<file path="src/rtl/pipe_chain.sv">
// Purpose: NSTAGE-deep valid/ready pipeline with per-stage hold and flush, elastic or lockstep.
// Latency: NSTAGE cycles from acceptance to out_valid when the chain runs unobstructed.
// Backpressure: elastic mode squeezes out bubbles; lockstep mode freezes every stage on any stall.
module pipe_chain #(
  parameter int NSTAGE   = 4,
  parameter int WIDTH    = 32,
  parameter int LOCKSTEP = 0
) (
  input  logic                       clk,
  input  logic                       resetn,
  input  logic                       in_valid,
  input  logic [WIDTH-1:0]           in_data,
  output logic                       in_ready,
  input  logic [NSTAGE-1:0]          hold,
  input  logic [NSTAGE-1:0]          flush_mask,
  output logic                       out_valid,
  output logic [WIDTH-1:0]           out_data,
  input  logic                       out_ready,
  output logic [NSTAGE-1:0]          stage_valid,
  output logic [NSTAGE*WIDTH-1:0]    stage_data,
  output logic [$clog2(NSTAGE+1)-1:0] occupancy,
  output logic [15:0]                stall_cnt
);

  localparam int L  = NSTAGE - 1;
  localparam int OW = $clog2(NSTAGE + 1);

  logic [NSTAGE-1:0]            vld_q, vld_d;
  logic [NSTAGE-1:0][WIDTH-1:0] dat_q, dat_d;
  logic [OW-1:0]                occ_q, occ_d;
  logic [15:0]                  stall_q, stall_d;
  // Low during reset and for the first cycle after it, so nothing is
  // accepted before the first edge that follows deassertion.
  logic                         acc_en_q, acc_en_d;

  logic [NSTAGE-1:0] live, go, rdy, load;
  logic              frz;

  // Per-stage release (go) and readiness, from the last stage backwards.
  always_comb begin
    live = vld_q & ~flush_mask;
    go   = '0;
    rdy  = '0;
    frz  = 1'b0;
    if (LOCKSTEP != 0) begin
      // Any held live entry, or a blocked output, stops the whole chain.
      frz = (|(vld_q & hold & ~flush_mask)) | (live[L] & ~hold[L] & ~out_ready);
      go  = frz ? '0 : live;
      rdy = {NSTAGE{~frz}};
    end else begin
      go[L]  = live[L] & ~hold[L] & out_ready;
      rdy[L] = ~vld_q[L] | go[L] | flush_mask[L];
      for (int k = L - 1; k >= 0; k--) begin
        go[k]  = live[k] & ~hold[k] & rdy[k+1];
        rdy[k] = ~vld_q[k] | go[k] | flush_mask[k];
      end
    end
  end

  // Next stage contents: flush beats load, payload only moves on a load.
  always_comb begin
    vld_d    = vld_q;
    dat_d    = dat_q;
    load     = '0;
    occ_d    = '0;
    stall_d  = stall_q;
    acc_en_d = 1'b1;

    load[0] = in_valid & in_ready;
    for (int k = 1; k < NSTAGE; k++) begin
      load[k] = go[k-1];
    end

    if (flush_mask[0]) begin
      vld_d[0] = 1'b0;
    end else if (load[0]) begin
      vld_d[0] = 1'b1;
      dat_d[0] = in_data;
    end else if (go[0]) begin
      vld_d[0] = 1'b0;
    end

    for (int k = 1; k < NSTAGE; k++) begin
      if (flush_mask[k]) begin
        vld_d[k] = 1'b0;
      end else if (load[k]) begin
        vld_d[k] = 1'b1;
        dat_d[k] = dat_q[k-1];
      end else if (go[k]) begin
        vld_d[k] = 1'b0;
      end
    end

    for (int k = 0; k < NSTAGE; k++) begin
      occ_d = occ_d + OW'(vld_d[k]);
    end

    if (in_valid && !in_ready && (stall_q != 16'hFFFF)) begin
      stall_d = stall_q + 16'd1;
    end
  end

  // State registers; reset drops every in-flight entry.
  always_ff @(posedge clk or negedge resetn) begin
    if (!resetn) begin
      vld_q    <= '0;
      dat_q    <= '0;
      occ_q    <= '0;
      stall_q  <= '0;
      acc_en_q <= 1'b0;
    end else begin
      vld_q    <= vld_d;
      dat_q    <= dat_d;
      occ_q    <= occ_d;
      stall_q  <= stall_d;
      acc_en_q <= acc_en_d;
    end
  end

  assign in_ready    = rdy[0] & acc_en_q;
  assign out_valid   = live[L] & ~hold[L];
  assign out_data    = dat_q[L];
  assign stage_valid = vld_q;
  assign stage_data  = dat_q;
  assign occupancy   = occ_q;
  assign stall_cnt   = stall_q;

endmodule

</file>
<file path="config.mk">
export PLATFORM = sky130hd
export DESIGN_NAME = pipe_chain
export DESIGN_NICKNAME = d
export VERILOG_FILES = /design/src/rtl/pipe_chain.sv
export SDC_FILE = /design/constraint.sdc
export NUM_CORES = 1
export LEC_CHECK = 0
export CORE_MARGIN = 5
export CORE_UTILIZATION = 30
export CTS_CLUSTER_DIAMETER = 150
export CTS_CLUSTER_SIZE = 20
export DETAILED_ROUTE_END_ITERATION = 6
export DONT_BUFFER_PORTS = 1
export GPL_TIMING_DRIVEN = 0
export SLEW_MARGIN = 20
export SYNTH_ARGS = -nofsm -noshare
export SYNTH_HDL_FRONTEND = slang
export SYNTH_SLANG_ARGS = --single-unit
</file>
<file path="constraint.sdc">
create_clock -name clk -period 6.4 [get_ports clk]
set_input_delay 0.32 -clock clk [delete_from_list [all_inputs] [get_ports clk]]
set_output_delay 0.32 -clock clk [all_outputs]
set_load 0.005 [all_outputs]
</file>
==> out/metrics.csv <==
stage;metric;value;unit
placed_design;numPortBuffers;0;
global_route;grt_pass1_vias;3740;
clock_network;post_cts_buffers;0;
global_route;grt_start_max_net_pins;153;
floorplanning;ioPinCount;229;
synth;synthArstFlopShare;100;%
clock_network;cts_tree;yes;
drt;drc;0;
drt;first_pass_iters;4;
worst_setup_path;crit_arrival;3.63;ns
worst_setup_path;cpLargestDelayFamily;adder cells;
timing;clock_skew;0.00567;ns
outcome;status;complete, no violations;
placed_design;gp_congestion;0.757;
global_route;grt_pass1_wl;23700;um
synth;syn_area_per_cell;15.2;um2
drt;wire_per_inst;21.1;um
floorplanning;num_rows;53;
worst_setup_path;critPathMaxStageDelay;0.51;ns
synth;yosysWarnings;0;
global_route;grt_overflow_total;0;
clock_network;htree_levels;4;
timing;fin_setup_tns;0;ns
floorplanning;die_y;155;um
timing;slew_headroom;50.3;%
clock_network;clockBufferDepth;2;
synth;synth_area;0.00629;mm2
worst_hold_path;worstHoldPathType;input port to flop;
floorplanning;initial_utilization;30.2;%
clock_network;post_cts_resized;0;
drt;drt_iter0_drc;125;
worst_setup_path;crit_buf_inv;2;
floorplanning;die-area;0.0240;mm2
synth;syn_inst;415;
timing;rsz0062_at_grt;no;
clock_network;clock-sinks;152;
power;p_leak;3.59;nW
worst_setup_path;cp_max_fo;10;
clock_network;numCtsBuffers;17;
clock_network;cts_root_buf;clkbuf_16;
global_route;antenna_found_initial;1;
worst_setup_path;worstPathCellList;nand2b_1 > a22oi_1 > o31a_1 > or3_1 > clkbuf_1 > buf_2 > o21ai_0 > fa_1 > ha_1 > ha_1;
layout;diodes;0;
flow_run;drv_cap;0;
timing;fmax;0.299;GHz
drt;drtAntennaViolNets;0;
floorplanning;die_w;155;um
layout;syn2layout_area_growth;16.1;%
worst_setup_path;cp-start-kind;flop;
timing;tightest_slew;0.745;ns
worst_setup_path;worstPathRequired;6.69;ns
synth;synth-seq-area-share;60.4;%
drt;vias;3420;
timing;maxSlewViolCount;0;
synth;ys_types;39;
worst_setup_path;critPathKind;flop to flop;
worst_setup_path;critPathMostFrequentCell;ha_1;
drt;routed_wl;15300;um
layout;final_layout_size_suffix_gt1_share;47.9;%
power;peakVddDrop;0.152;mV
worst_setup_path;end_kind;flop;
timing;min_period_over_period;52.2;%
synth;syn_nets;463;
power;power_density;349;mW/mm2
timing;setup_viol;0;
placed_design;place_hpwl;11000;um
synth;ys_ff_latch;152;
timing;fin_crit;3.34;ns
clock_network;clk_pin_slew_worst_paths;0.07;ns
synth;synthFlopType;dfrtp_1;
clock_network;clkLatencyLatePin;0.41;ns
drt;vias_per_cell;4.72;
timing;hold_viol_final;0;
global_route;gr-usage-all-layers;12.8;%
floorplanning;core;0.0208;mm2
worst_setup_path;worst_path_max_delay_cell;fa_1;
placed_design;dpl_cell_area;0.00664;mm2
clock_network;ctsHoldBuffers;2;
layout;final_cell_area;0.00731;mm2
layout;num-nets-final;484;
synth;synth_edf_count;0;
==> per-layer routing <==
metal	GRT usage (%)	wire length, um
met1	14.5	5900
met2	21.6	7630
met3	6.16	1570
met4	3.91	191
met5	0	0
==> cell type report <==
cell class / instances / area, um2
Clock inverter: 15 / 190
Tap cell: 275 / 344
Buffer: 48 / 342
Inverter: 6 / 22.5
Multi-Input combinational cell: 209 / 2140
Sequential cell: 152 / 3800
Fill cell: 2020 / 13500
Timing Repair Buffer: 2 / 37.5
Clock buffer: 17 / 425
==> worst register-to-register path, stage by stage (launching register included) <==
cell,delay [ns]
dfrtp_1,0.49
nand2b_1,0.15
a22oi_1,0.22
o31a_1,0.25
or3_1,0.13
clkbuf_1,0.37
buf_2,0.41
o21ai_0,0.23
fa_1,0.51
ha_1,0.21
ha_1,0.28
==> metrics by stage <==
step	utilization, %	std cells	setup WS, ns	total power, mW	hold slack, ns
2_1_floorplan	-	415	3.70	1.42	0.0244
3_3_place_gp	31.9	690	2.86	1.49	0.0282
3_5_place_dp	31.9	690	2.99	1.51	0.0278
4_1_cts	35.0	724	2.95	2.60	0.0277
5_1_grt	35.1	724	2.75	2.68	0.0188
6_report	35.1	724	3.06	2.55	0.0542
==> cells by family after synthesis <==
| group | after synthesis | synth area share [%] |
|---|---|---|
| adders and majority gates | 4 | 0.915 |
| DFF | 152 | 60.4 |
| other | 1 | 0.0596 |
| AOI/OAI and AO/OA | 14 | 1.85 |
| buffers and inverters | 54 | 5.79 |
| muxes | 130 | 25.0 |
| xor gates and xnor gates | 14 | 1.95 |
| and+or+nand+nor | 46 | 4.00 |
==> cell usage in the layout (no fill, tap or decap), types with 2 or more instances in the layout <==
master and instances:
clkinvlp_4 2, inv_8 2, nor4b_1 2, buf_4 32, clkbuf_1 3, xnor2_1 2
a21oi_1 2, bufinv_16 3, nor2_1 7, inv_1 6, nand2_1 6, nand4_1 3
mux2_2 101, clkbuf_16 17, clkinv_2 2, nor4_1 5, inv_6 4, clkinv_4 2
buf_6 4, o2111ai_1 2, xor2_1 12, nor3_1 6, ha_1 3, dfrtp_1 152
buf_2 9, nand2b_1 3, mux2_4 29, nand3_1 6, nor3b_1 2
==> power by group <==
part           total (mW)  switching [mW]  internal (mW)  leakage [nW]
registers            1.29           0.177           1.11          1.99
clock network        1.05           0.423          0.624         0.298
logic               0.219          0.0786          0.140          1.30
==> sequential cells by signal, indices dropped and copies added (netlist names) <==
signal / count
out_data: 32
stage_valid: 4
acc_en_q: 1
stage_data: 96
stall_cnt: 16
occupancy: 3
==> path summary, 6_finish.rpt <==
| kind | startpoint | end | slack [ns] | cells after the start |
|---|---|---|---|---|
| worst max-delay path | stage_valid[2]$_DFF_PN0_ | occupancy[1]$_DFF_PN0_ | 3.06 | 10 |
| worst min-delay path | in_data[0] | stage_data[0]$_DFFE_PN0P_ | 0.05 | 1 |
| worst max register to register | stage_valid[2]$_DFF_PN0_ | occupancy[1]$_DFF_PN0_ | 3.06 | 10 |
| worst min register to register | stall_cnt[7]$_DFFE_PN0P_ | stall_cnt[7]$_DFFE_PN0P_ | 0.51 | 1 |
| max in group asynchronous | resetn | stall_cnt[15]$_DFFE_PN0P_ | 5.27 | 2 |
| min in group asynchronous | resetn | out_data[15]$_DFFE_PN0P_ | 0.57 | 2 |
==> cell usage after synthesis (2+ instances only) <==
cell       number  area (um2)
a21oi_1         2        10.0
buf_2           9        45.0
buf_4          32         240
buf_6           4        45.0
clkbuf_1        3        11.3
dfrtp_1       152        3800
ha_1            3        37.5
inv_1           6        22.5
mux2_2        101        1140
mux2_4         29         435
nand2_1         6        22.5
nand2b_1        3        18.8
nand3_1         6        30.0
nand4_1         3        18.8
nor2_1          7        26.3
nor3_1          7        35.0
nor3b_1         2        15.0
nor4_1          5        31.3
nor4b_1         2        17.5
o2111ai_1       2        17.5
xnor2_1         2        17.5
xor2_1         12         105
Power figures use the tool's default switching activity.
